<file path="src/rtl/mdu_pkg.sv">
// Shared encodings for the iterative RV32M multiply/divide unit.
package mdu_pkg;

    // funct3 encodings of the M-extension operations
    localparam logic [2:0] MUL    = 3'b000;
    localparam logic [2:0] MULH   = 3'b001;
    localparam logic [2:0] MULHSU = 3'b010;
    localparam logic [2:0] MULHU  = 3'b011;
    localparam logic [2:0] DIV    = 3'b100;
    localparam logic [2:0] DIVU   = 3'b101;
    localparam logic [2:0] REM    = 3'b110;
    localparam logic [2:0] REMU   = 3'b111;

    typedef enum logic [1:0] {
        IDLE  = 2'd0,
        CALC  = 2'd1,
        FIXUP = 2'd2,
        DONE  = 2'd3
    } mdu_state_e;

    // Architectural results for the cases that bypass the iteration
    localparam logic [31:0] DIV0_QUOT    = 32'hFFFF_FFFF;
    localparam logic [31:0] OVF_DIVIDEND = 32'h8000_0000;

endpackage

</file>
<file path="src/rtl/mdu_datapath.sv">
// Combinational single-iteration step and final sign fix / result select.
// acc_i holds {hi, lo}: product halves for multiply, {remainder, quotient} for divide.
module mdu_datapath
    import mdu_pkg::*;
#(
    parameter int unsigned DATA_WIDTH = 32
) (
    input  logic [2:0]              op_i,
    input  logic                    sign_a_i,
    input  logic                    sign_b_i,
    input  logic [2*DATA_WIDTH-1:0] acc_i,
    input  logic [DATA_WIDTH-1:0]   operand_i,
    output logic [2*DATA_WIDTH-1:0] acc_next_o,
    output logic [DATA_WIDTH-1:0]   result_o
);

    localparam int unsigned W = DATA_WIDTH;

    logic [W:0]     add_sum;
    logic [W:0]     rem_sh;
    logic [W+1:0]   diff;
    logic [2*W-1:0] mul_step;
    logic [2*W-1:0] div_step;
    logic [2*W-1:0] prod_fix;
    logic [W-1:0]   quo_fix;
    logic [W-1:0]   rem_fix;

    // Shift-add multiply and restoring shift-subtract divide, one bit per call
    always_comb begin
        add_sum  = {1'b0, acc_i[2*W-1:W]} + (acc_i[0] ? {1'b0, operand_i} : {(W+1){1'b0}});
        mul_step = {add_sum, acc_i[W-1:1]};
        rem_sh   = {acc_i[2*W-1:W], acc_i[W-1]};
        diff     = {1'b0, rem_sh} - {2'b00, operand_i};
        if (!diff[W+1]) begin
            div_step = {diff[W-1:0], acc_i[W-2:0], 1'b1};
        end else begin
            div_step = {rem_sh[W-1:0], acc_i[W-2:0], 1'b0};
        end
        acc_next_o = op_i[2] ? div_step : mul_step;
    end

    // Restore signs on magnitudes and pick the half the op asks for
    always_comb begin
        prod_fix = (sign_a_i ^ sign_b_i) ? -acc_i : acc_i;
        quo_fix  = (sign_a_i ^ sign_b_i) ? -acc_i[W-1:0] : acc_i[W-1:0];
        rem_fix  = sign_a_i ? -acc_i[2*W-1:W] : acc_i[2*W-1:W];
        result_o = prod_fix[W-1:0];
        unique case (op_i)
            MUL:                 result_o = prod_fix[W-1:0];
            MULH, MULHSU, MULHU: result_o = prod_fix[2*W-1:W];
            DIV, DIVU:           result_o = quo_fix;
            REM, REMU:           result_o = rem_fix;
        endcase
    end

endmodule

</file>
<file path="src/rtl/mul_div_unit.sv">
// Iterative RV32M multiply/divide unit with start/busy/done handshake.
module mul_div_unit
    import mdu_pkg::*;
#(
    parameter int unsigned DATA_WIDTH = 32,
    parameter int unsigned CNT_WIDTH  = 6
) (
    input  logic                  clk,
    input  logic                  reset,
    input  logic                  start_i,
    input  logic [2:0]            op_i,
    input  logic [DATA_WIDTH-1:0] A_i,
    input  logic [DATA_WIDTH-1:0] B_i,
    output logic                  busy_o,
    output logic                  done_o,
    output logic [DATA_WIDTH-1:0] Result_o
);

    localparam int unsigned W = DATA_WIDTH;

    mdu_state_e            state_q, state_d;
    logic [2:0]            op_q, op_d;
    logic                  sign_a_q, sign_a_d;
    logic                  sign_b_q, sign_b_d;
    logic [2*W-1:0]        acc_q, acc_d;
    logic [W-1:0]          bmag_q, bmag_d;
    logic [CNT_WIDTH-1:0]  cnt_q, cnt_d;
    logic [W-1:0]          result_q, result_d;

    logic                  a_signed, b_signed, a_neg, b_neg;
    logic [W-1:0]          a_mag, b_mag;
    logic                  div0, ovf;
    logic [2*W-1:0]        acc_step;
    logic [W-1:0]          fixed_result;

    // Operand signedness and magnitudes from the incoming request
    always_comb begin
        a_signed = 1'b0;
        b_signed = 1'b0;
        unique case (op_i)
            MUL, MULH, DIV, REM: begin
                a_signed = 1'b1;
                b_signed = 1'b1;
            end
            MULHSU:  a_signed = 1'b1;
            default: ;
        endcase
        a_neg = a_signed & A_i[W-1];
        b_neg = b_signed & B_i[W-1];
        a_mag = a_neg ? -A_i : A_i;
        b_mag = b_neg ? -B_i : B_i;
        div0  = op_i[2] && (B_i == '0);
        ovf   = ((op_i == DIV) || (op_i == REM)) && (A_i == W'(OVF_DIVIDEND)) && (B_i == '1);
    end

    mdu_datapath #(
        .DATA_WIDTH (DATA_WIDTH)
    ) u_datapath (
        .op_i       (op_q),
        .sign_a_i   (sign_a_q),
        .sign_b_i   (sign_b_q),
        .acc_i      (acc_q),
        .operand_i  (bmag_q),
        .acc_next_o (acc_step),
        .result_o   (fixed_result)
    );

    // Next-state and datapath register updates
    always_comb begin
        state_d  = state_q;
        op_d     = op_q;
        sign_a_d = sign_a_q;
        sign_b_d = sign_b_q;
        acc_d    = acc_q;
        bmag_d   = bmag_q;
        cnt_d    = cnt_q;
        result_d = result_q;
        unique case (state_q)
            IDLE: begin
                if (start_i) begin
                    op_d     = op_i;
                    sign_a_d = a_neg;
                    sign_b_d = b_neg;
                    bmag_d   = b_mag;
                    acc_d    = {{W{1'b0}}, a_mag};
                    cnt_d    = '0;
                    state_d  = CALC;
                    // Special cases load the final {rem, quo} raw; cleared signs skip the fix
                    if (div0) begin
                        acc_d    = {A_i, W'(DIV0_QUOT)};
                        sign_a_d = 1'b0;
                        sign_b_d = 1'b0;
                        state_d  = FIXUP;
                    end else if (ovf) begin
                        acc_d    = {{W{1'b0}}, W'(OVF_DIVIDEND)};
                        sign_a_d = 1'b0;
                        sign_b_d = 1'b0;
                        state_d  = FIXUP;
                    end
                end
            end
            CALC: begin
                acc_d = acc_step;
                cnt_d = cnt_q + CNT_WIDTH'(1);
                if (cnt_q == CNT_WIDTH'(W - 1)) begin
                    state_d = FIXUP;
                end
            end
            FIXUP: begin
                result_d = fixed_result;
                state_d  = DONE;
            end
            DONE: state_d = IDLE;
        endcase
    end

    // State and datapath registers, cleared asynchronously
    always_ff @(posedge clk or negedge reset) begin
        if (!reset) begin
            state_q  <= IDLE;
            op_q     <= '0;
            sign_a_q <= 1'b0;
            sign_b_q <= 1'b0;
            acc_q    <= '0;
            bmag_q   <= '0;
            cnt_q    <= '0;
            result_q <= '0;
        end else begin
            state_q  <= state_d;
            op_q     <= op_d;
            sign_a_q <= sign_a_d;
            sign_b_q <= sign_b_d;
            acc_q    <= acc_d;
            bmag_q   <= bmag_d;
            cnt_q    <= cnt_d;
            result_q <= result_d;
        end
    end

    assign busy_o   = (state_q == CALC) || (state_q == FIXUP);
    assign done_o   = (state_q == DONE);
    assign Result_o = result_q;

endmodule
</file>
<file path="config.mk">
export PLATFORM = sky130hd
export DESIGN_NAME = mul_div_unit
export DESIGN_NICKNAME = d
export VERILOG_FILES = /design/src/rtl/mdu_pkg.sv /design/src/rtl/mdu_datapath.sv /design/src/rtl/mul_div_unit.sv
export SDC_FILE = /design/constraint.sdc
export NUM_CORES = 1
export LEC_CHECK = 0
export CAP_MARGIN = 20
export CORE_ASPECT_RATIO = 1.2
export CORE_MARGIN = 3
export CORE_UTILIZATION = 56
export DETAILED_ROUTE_END_ITERATION = 8
export MAX_ROUTING_LAYER = met4
export PLACE_DENSITY = 0.85
export SLEW_MARGIN = 20
export SYNTH_ARGS = -nofsm -noshare
export SYNTH_HDL_FRONTEND = slang
export SYNTH_SLANG_ARGS = --single-unit
</file>
<file path="constraint.sdc">
create_clock -name clk -period 3.8 [get_ports clk]
set_clock_uncertainty 0.05 [all_clocks]
set_input_delay 0.57 -clock clk [delete_from_list [all_inputs] [get_ports clk]]
set_output_delay 0.57 -clock clk [all_outputs]
set_load 0.1 [all_outputs]
</file>
## Word-level counts from Yosys, hierarchy flattened

Cells that the tools add are included.

| cells by class | value |
|---|---|
| mux-type cells | 26 |
| bitwise gates (word level) | 3 |
| reductions and logical operators | 18 |
| equal/unequal tests | 19 |
| $add $sub $neg | 8 |

Operators with widths:

| cell | number |
|---|---|
| $mux 64 | 5 |
| $mux 32 | 6 |
| $neg 32->32 | 4 |
| $pmux 32 s4 | 1 |
| $pmux 64 s2 | 1 |
| $eq 32x32->1 const B | 2 |
| $neg 64->64 | 1 |
| $sub 33x32->34 | 1 |
| $add 32x33->33 | 1 |
| $logic_not 32->1 | 1 |
| $eq 3x3->1 const B | 6 |
| $pmux 6 s2 | 1 |
| $eq 3x2->1 const B | 3 |
| $mux 2 | 4 |
| $pmux 2 s4 | 1 |
| $add 6x1->6 const B | 1 |
| $eq 3x1->1 const B | 2 |
| $eq 6x5->1 const B | 1 |
| $logic_not 3->1 | 2 |
| $mux 1 | 6 |
| $mux 6 | 1 |
| $reduce_and 2->1 | 3 |
| $reduce_or 5->1 | 1 |
| $eq 2x2->1 const B | 2 |
| other kinds (11) | 17 |

| storage, ports and cells | value |
|---|---|
| bits in registers | 141 |
| logic and storage cells | 82 |
| input port bits | 70 |
| output and inout port bits | 34 |

## Longest topological paths before layout

Gate-level depths: netlist of run 1.

| depth | value |
|---|---|
| word-level depth | 9 |
| depth in mapped cells | 15 |
| depth with buffers taken out | 12 |

## Hierarchy

A second synthesis of run 1 with hierarchy kept.

| second synthesis, totals | value |
|---|---|
| cells, all modules | 1863 |
| area total of the unflattened synthesis | 14360.0 um^2 |

Modules (own cells, without submodules):

| module | instances | seq. area each (um^2) | cells each | area each (um^2) |
|---|---|---|---|---|
| mul_div_unit | 1 | 3528.4 | 776 | 7332.0 |
| mdu_datapath | 1 | 0.0 | 1087 | 7028.0 |

## Worst setup path after synthesis of run 1

No wires, ideal clock.

| path | value |
|---|---|
| kind | register to register |
| start point | register acc_q[0] |
| end point | register acc_q[63] |
| path buffers | 1 |
| period minus slack after synthesis | 3.396 ns |
| data required time | 3.630 ns |
| arrival | 3.226 ns |
| slack | 0.404 ns |
| library setup time | 0.120 ns |
| cell stages (with the launch flop) | 14 |
| cells stage by stage | dfrtp_1 -> inv_1 -> clkbuf_1 -> nor2_1 -> ha_1 -> a21o_1 -> a221oi_1 -> o31a_1 -> o21ai_1 -> a2111oi_0 -> nor3_1 -> o21ai_0 -> nand2_1 -> a31o_2 |

| on the way | value |
|---|---|
| cells in the longest elaborated chain, start to end | 4 |

Ends and longest elaborated chain:

| what | RTL line | source |
|---|---|---|
| from (decl) | mul_div_unit.sv:25 | `logic [2*W-1:0] acc_q, acc_d;` |
| from (signal assigned) | mul_div_unit.sv:124 | `acc_q <= '0;` |
| from (signal assigned) | mul_div_unit.sv:133 | `acc_q <= acc_d;` |
| $mux 32 | mdu_datapath.sv:30 | `add_sum = {1'b0, acc_i[2*W-1:W]} + (acc_i[0] ? {1'b0, operand_i} : {(W+1){1'b0}});` |
| $add 32x33->33 | mdu_datapath.sv:30 |  |
| $mux 64 | mdu_datapath.sv:39 | `acc_next_o = op_i[2] ? div_step : mul_step;` |
| $pmux 64 s2 | mul_div_unit.sv:78 | `unique case (state_q)` |

No other way between the ends.
A chain may end at the register's enable or synchronous reset.

## Worst setup path in the final report of run 1

| path | value |
|---|---|
| start point | register bmag_q[0] |
| end point | register acc_q[57] |

| on the way | value |
|---|---|
| cells in the longest elaborated chain, start to end | 4 |
| elaborated cells on any way between the ends | 6 |
| classes of those cells | 2 x add/sub; 4 x mux |

Ends and longest elaborated chain:

| what | RTL line | source |
|---|---|---|
| from (decl) | mul_div_unit.sv:26 | `logic [W-1:0] bmag_q, bmag_d;` |
| from (signal assigned) | mul_div_unit.sv:134 | `bmag_q <= bmag_d;` |
| $mux 32 / $sub 33x32->34 (equally long branches) | mdu_datapath.sv:30, mdu_datapath.sv:33 |  |
| $add 32x33->33 / $mux 64 (equally long branches) | mdu_datapath.sv:30, mdu_datapath.sv:34 |  |
| $mux 64 * | mdu_datapath.sv:39 |  |
| $pmux 64 s2 * | mul_div_unit.sv:78 |  |

Mark *: on every way between the ends. The rest lies on a longest branch, timed or not.

==> flow_metrics.tcl, run 1 <==
set metrics [dict create \
    status "finished clean" \
    crit_required_ns 4.09 \
    syn_area_sq_mm 0.01423 \
    grt_max_degree 78 \
    vias 15370 \
    cp-end-kind "register" \
    multiInputGateArea_sq_mm 0.01004 \
    dr.max_layer_used "met4" \
    yosys.area_share.adder_pct 6.787 \
    clkLatencyLatePin_ns 0.45 \
    synth_top_family_by_area "compound AO/OA/AOI/OAI gates" \
    design_area_sq_mm 0.01686 \
    seqCellArea_sq_mm 0.003530 \
    track_usage_pct 40.18 \
    slowest_stage "fa_1" \
    die-area_sq_mm 0.02737 \
    rr_startpoint "bmag_q[0]$_DFFE_PN0P_" \
    yosys_most_used_dff "dfrtp_1" \
    tritoncts "built" \
    initial_core_util_pct 57.32 \
    yosys.area_share.simple_pct 19.88 \
    ios 104 \
    synth_mux_area_share_pct 4.651 \
    drt-wirelength-per-cell_um 22.90 \
    max_slew_margin_pct 24.80 \
    syn_avg_cell_area_sq_um 7.587 \
    final-hold-violation-count 0 \
    synth_top_area_share_pct 24.79 \
    tightest_slew_ns 1.124 \
    clkSinkCount 141 \
    dpl.cell_count 2312 \
    ant_nets 0 \
    layout_commonest_cell "a21oi_1" \
    rows 63 \
    period_needed_ns 3.614 \
    place_hpwl_um 41920 \
    yosys.cell_types.count 81 \
    timing.rr.end "acc_q[57]$_DFFE_PN0P_" \
    setup_viol 0 \
    r2r_cells 12 \
    routed_via_density 6.553 \
    final_layout_size_suffix_gt1_share_pct 11.00 \
    cp_common_cell "a221oi_1" \
    rsz0062_at_grt "false" \
    worst-setup-path-type "register to register" \
    core_region_area_sq_mm 0.02483 \
    numPortBuffers 103 \
    clockBufferDepth 2 \
    setup-tns-final_ns 0 \
    netlist_instances 1876 \
    synth_seq_cells 141 \
    cts_made_buffers 17 \
    synth-compound-area-share_pct 26.83 \
    met3RoutedLength_um 4639 \
    max-cap-violations 0 \
    syn_to_final_growth_pct 18.44 \
    grt-ovfl-total 0 \
    place_congestion 1.099 \
    clock-root-buffer "clkbuf_16" \
    critPathLaunchType "register" \
    post-route-util_pct 67.89 \
    maxSlewViolCount 0 \
    async_flop_share_pct 100.0 \
    m1WireLength_um 19510 \
    crit_arrival_ns 3.90 \
    dr.pass1.iters 6 \
    layout_common_cells "a21oi_1, nor2_1, nand2_1" \
    fin_cells 2345 \
    place_area_sq_mm 0.01623 \
    num-fill-cells 2146 \
    nets 2152 \
    dieHeight_um 180.6 \
    timing.final.crit_share_pct 95.10 \
    cp_cell_sequence "and2_1 > ha_1 > fa_1 > a21o_1 > a221oi_1 > o31a_1 > o21ai_1 > or2_2 > a31oi_1 > xor2_1 > a221oi_1 > o221a_2" \
    max_freq_ghz 0.2767 \
    grt_pass1_wl_um 82900 \
    grt_pass1_vias 15140 \
    cellPowerDensity_mw_per_mm2 1136 \
    synth-seq-area-share_pct 24.79 \
    max-vdd-ir-drop_v 0.0005414 \
    yosysTopAreaCell "dfrtp_1" \
    route.met2.wl_um 25260 \
    drt_iter0_markers 1410 \
    wl_um 53710 \
    reg2reg_slack_ns 0.19 \
    power_leakage_uw 0.007067 \
    worst-path-max-fanout 5 \
    die_w_um 151.5 \
    synth_edf_count 0 \
    synthesis.nets 2022 \
    cts_max_level 4 \
    hold_class "primary input to asynchronous set/reset pin" \
    max_stage_delay_ns 0.43 \
    synthTopCellsByArea "dfrtp_1, a21oi_1, xnor2_1" \
    yosys_warnings 0 \
    drc 0 \
    antenna_found_initial 1 \
    synthXorXnorAreaFrac_pct 11.94 \
    clkSlewWorstSetupHoldPaths_ns 0.06 \
]
==> metal layers <==
layer | global-route usage, % | vias to the layer above
met1 | 45.58 | 7129
met2 | 64.62 | 918
met3 | 7.145 | 269
li1 | - | 7051
met4 | 25.78 | 0
met5 | - | -
==> repair_timing <==
| action | 4_1_cts | 5_1_grt |
|---|---|---|
| buffers inserted | 0 | 0 |
| setup endpoints to repair | 0 | 17 |
| gates resized for setup | 0 | 4 |
| hold buffers | 0 | 0 |
==> registers in the layout (all words and copies together) (netlist names) <==
register and cells:
state_q 2, cnt_q 6, sign_a_q 1, bmag_q 32, sign_b_q 1, op_q 3
Result_o 32, acc_q 64
==> worst max-delay path: cells and delay by family, from the launching register on <==
family | cells | cell delay (ns)
flip-flops | 1 | 0.40
AO/OA/AOI/OAI | 7 | 1.63
adder cells (fa/ha/maj) | 2 | 0.68
XOR/XNOR | 1 | 0.22
AND/OR/NAND/NOR | 2 | 0.52
==> where the power goes <==
group          leakage (uW)  internal (uW)  total, uW  switching [uW]
registers           0.00169           2230       3060             831
logic               0.00507           5260      14300            9020
clock network      0.000306           1100       1810             710
total               0.00707           8590      19100           10600
==> cells in the mapped netlist, types with 8 or more instances <==
library cell	count
a211oi_1	18
a21o_1	25
a21oi_1	240
a221oi_1	16
a22oi_1	16
a31oi_1	24
and2_1	8
and3_1	14
buf_2	13
clkbuf_1	98
dfrtp_1	141
ha_1	74
inv_1	67
mux2_2	16
mux2i_1	47
nand2_1	167
nand2b_1	30
nand3_1	27
nand4_1	23
nor2_1	195
nor3_1	42
nor4_1	15
o211ai_1	12
o21a_1	11
o21ai_0	137
o21ai_1	11
o22ai_1	18
o31ai_1	22
o41ai_1	8
or3_1	19
or4_1	11
xnor2_1	114
xor2_1	80
==> metrics by stage <==
step | power, uW | setup WS [ns] | hold slack, ns
floorplan | 12820 | 0.4041 | 0.2244
global placement | 16700 | 0.1693 | 0.4106
detailed placement | 16900 | 0.1597 | 0.4198
CTS | 18770 | 0.1171 | 0.1401
global route | 20330 | 0.07040 | 0.1616
finish | 19150 | 0.1863 | 0.09265
==> how the worst max path moves through the flow <==
stage | from | endpoint | cells after the start
2_1_floorplan | acc_q[0]$_DFFE_PN0P_ | acc_q[63]$_DFFE_PN0P_ | 13
3_3_place_gp | bmag_q[4]$_DFFE_PN0P_ | acc_q[36]$_DFFE_PN0P_ | 13
3_5_place_dp | bmag_q[3]$_DFFE_PN0P_ | acc_q[57]$_DFFE_PN0P_ | 13
4_1_cts | bmag_q[3]$_DFFE_PN0P_ | acc_q[35]$_DFFE_PN0P_ | 13
5_1_grt | bmag_q[3]$_DFFE_PN0P_ | acc_q[36]$_DFFE_PN0P_ | 13
6_report | bmag_q[0]$_DFFE_PN0P_ | acc_q[57]$_DFFE_PN0P_ | 12
==> area by class of cell <==
cell class	instances	share of cell area (%)
Multi-Input combinational cell	1551	59.55
Timing Repair Buffer	228	11.91
Antenna cell	1	0.01485
Clock buffer	22	2.873
Sequential cell	141	20.94
Clock inverter	10	0.8017
Inverter	67	1.492
Tap cell	325	2.412
==> kinds of logic after synthesis <==
family                     after synthesis
AOI/OAI and AO/OA                      623
xor gates and xnor gates               194
adders and majority gates               76
buffers and inverters                  184
DFF                                    141
muxes                                   64
and+or+nand+nor                        594
Note: power is estimated with default switching activity, not from simulation.
==> inputs of run 2 (changes only) <==
--- a/constraint.sdc
+++ b/constraint.sdc
@@ -3,3 +3,3 @@
 set_input_delay 0.57 -clock clk [delete_from_list [all_inputs] [get_ports clk]]
 set_output_delay 0.57 -clock clk [all_outputs]
-set_load 0.1 [all_outputs]
+set_load 0.05 [all_outputs]
==> flow_metrics.tcl, run 2 (synthesized netlist as in run 1, its figures left out) <==
set metrics [dict create \
    status "finished clean" \
    setup_viol 0 \
    max_freq_ghz 0.2773 \
    ios 104 \
    place_hpwl_um 41980 \
    worst-setup-path-type "register to register" \
    n_antenna_cell 0 \
    maxSlewViolCount 0 \
    place_congestion 1.069 \
    rsz0062_at_grt "false" \
    dr.pass1.iters 8 \
    grt_pass1_vias 15010 \
    worst-path-max-fanout 4 \
    power_leakage_uw 0.007058 \
    tightest_slew_ns 1.241 \
    vias 15520 \
    rr_startpoint "bmag_q[0]$_DFFE_PN0P_" \
    dieHeight_um 180.6 \
    initial_core_util_pct 57.32 \
    timing.final.crit_share_pct 94.89 \
    syn_to_final_growth_pct 18.45 \
    die-area_sq_mm 0.02737 \
    core_region_area_sq_mm 0.02483 \
    final-hold-violation-count 0 \
    numPortBuffers 103 \
    largest_register "acc_q" \
    cp-end-kind "register" \
    grt_pass1_wl_um 82850 \
    clkSinkCount 141 \
    tritoncts "built" \
    crit_arrival_ns 3.92 \
    setup-tns-final_ns 0 \
    rows 63 \
    grt_max_degree 81 \
    timing.rr.end "acc_q[60]$_DFFE_PN0P_" \
    wl_um 53550 \
    ant_nets 0 \
    nets 2151 \
    r2r_cells 11 \
    layout_common_cells "a21oi_1, nor2_1, nand2_1" \
    drc 0 \
    cts_made_buffers 17 \
    cellPowerDensity_mw_per_mm2 1095 \
    largest_reg_flops 64 \
    post-route-util_pct 67.90 \
    reg2reg_slack_ns 0.19 \
    post_cts_buffers 0 \
    max-vdd-ir-drop_v 0.0004603 \
    clkSlewWorstSetupHoldPaths_ns 0.06 \
    track_usage_pct 39.98 \
    cts_max_level 4 \
    antenna_found_initial 0 \
    grt-ovfl-total 0 \
    crit_required_ns 4.11 \
    clkLatencyLatePin_ns 0.45 \
    drt_iter0_markers 1725 \
    layout_commonest_cell "a21oi_1" \
    hold_class "primary input to asynchronous set/reset pin" \
    clock-root-buffer "clkbuf_16" \
    drt-wirelength-per-cell_um 22.86 \
    max_slew_margin_pct 16.36 \
    critPathLaunchType "register" \
    period_needed_ns 3.606 \
    max-cap-violations 0 \
    routed_via_density 6.622 \
    die_w_um 151.5 \
    clockBufferDepth 2 \
    final_layout_size_suffix_gt1_share_pct 10.65 \
]
run 2: cell types whose count changed in the layout (fill, tap and decap cells not counted), moves of 2 or more:
| cell | change |
|---|---|
| buf_2 | -2 |
| bufinv_16 | +2 |
| clkbuf_1 | +2 |
| clkbuf_8 | -3 |
| clkdlybuf4s50_1 | +3 |
run 2: worst max-delay path by stage:
stage | from | end | slack [ns]
after floorplan | acc_q[0]$_DFFE_PN0P_ | acc_q[63]$_DFFE_PN0P_ | 0.40
after global placement | acc_q[33]$_DFFE_PN0P_ | acc_q[36]$_DFFE_PN0P_ | 0.07
after detailed placement | acc_q[33]$_DFFE_PN0P_ | acc_q[36]$_DFFE_PN0P_ | 0.03
after CTS | acc_q[33]$_DFFE_PN0P_ | acc_q[36]$_DFFE_PN0P_ | 0.009
after global routing | bmag_q[16]$_DFFE_PN0P_ | acc_q[0]$_DFFE_PN0P_ | 0.03
final | bmag_q[0]$_DFFE_PN0P_ | acc_q[60]$_DFFE_PN0P_ | 0.19
run 2: metrics by stage:
stage               hold slack, ns  area, sq um  cells  power [uW]  setup slack (ns)
finish                     0.03893        16860   2343       18460            0.1940
global placement            0.4119        16210   2311       15920           0.07277
CTS                        0.06683        16850   2343       18100          0.009148
detailed placement          0.4207        16210   2311       16140           0.03421
floorplan                   0.2244        14230   1876       12140            0.4041
global route               0.08485        16860   2343       19670           0.03094
run 2: where the power goes:
group          switching, uW  internal [uW]
combinational           8270           5230
clock                    719           1180
sequential               830           2230
total                   9820           8640
run 2: critical path, stage by stage, from the launching register on:
cell	delay, ns
dfrtp_1	0.43
ha_1	0.23
fa_1	0.41
nand2b_1	0.20
a21oi_1	0.23
o2111ai_1	0.31
a211oi_1	0.50
o211ai_1	0.22
o21ai_0	0.25
xor2_1	0.35
a21oi_1	0.13
o22ai_1	0.20
run 2: repair_timing:
action	4_1_cts	5_1_grt
setup endpoints to repair	0	22
resized for setup	0	3
hold buffers	0	0
run 2: layer usage:
metal  GRT usage, %  part of all wire [%]
met2          64.34                    48
met5              -                     0
met1          46.70                    37
met4          24.24                   7.0
met3          5.887                   8.7
run 2: layout make-up:
type / instances / area (sq um)
tap: 325 / 406.6
inverter: 67 / 251.5
timing repair buffer: 227 / 2001
fill: 2180 / 7971
clock buffer: 21 / 450.4
multi-input combinational: 1551 / 10030
clock inverter: 11 / 190.2
sequential: 141 / 3530
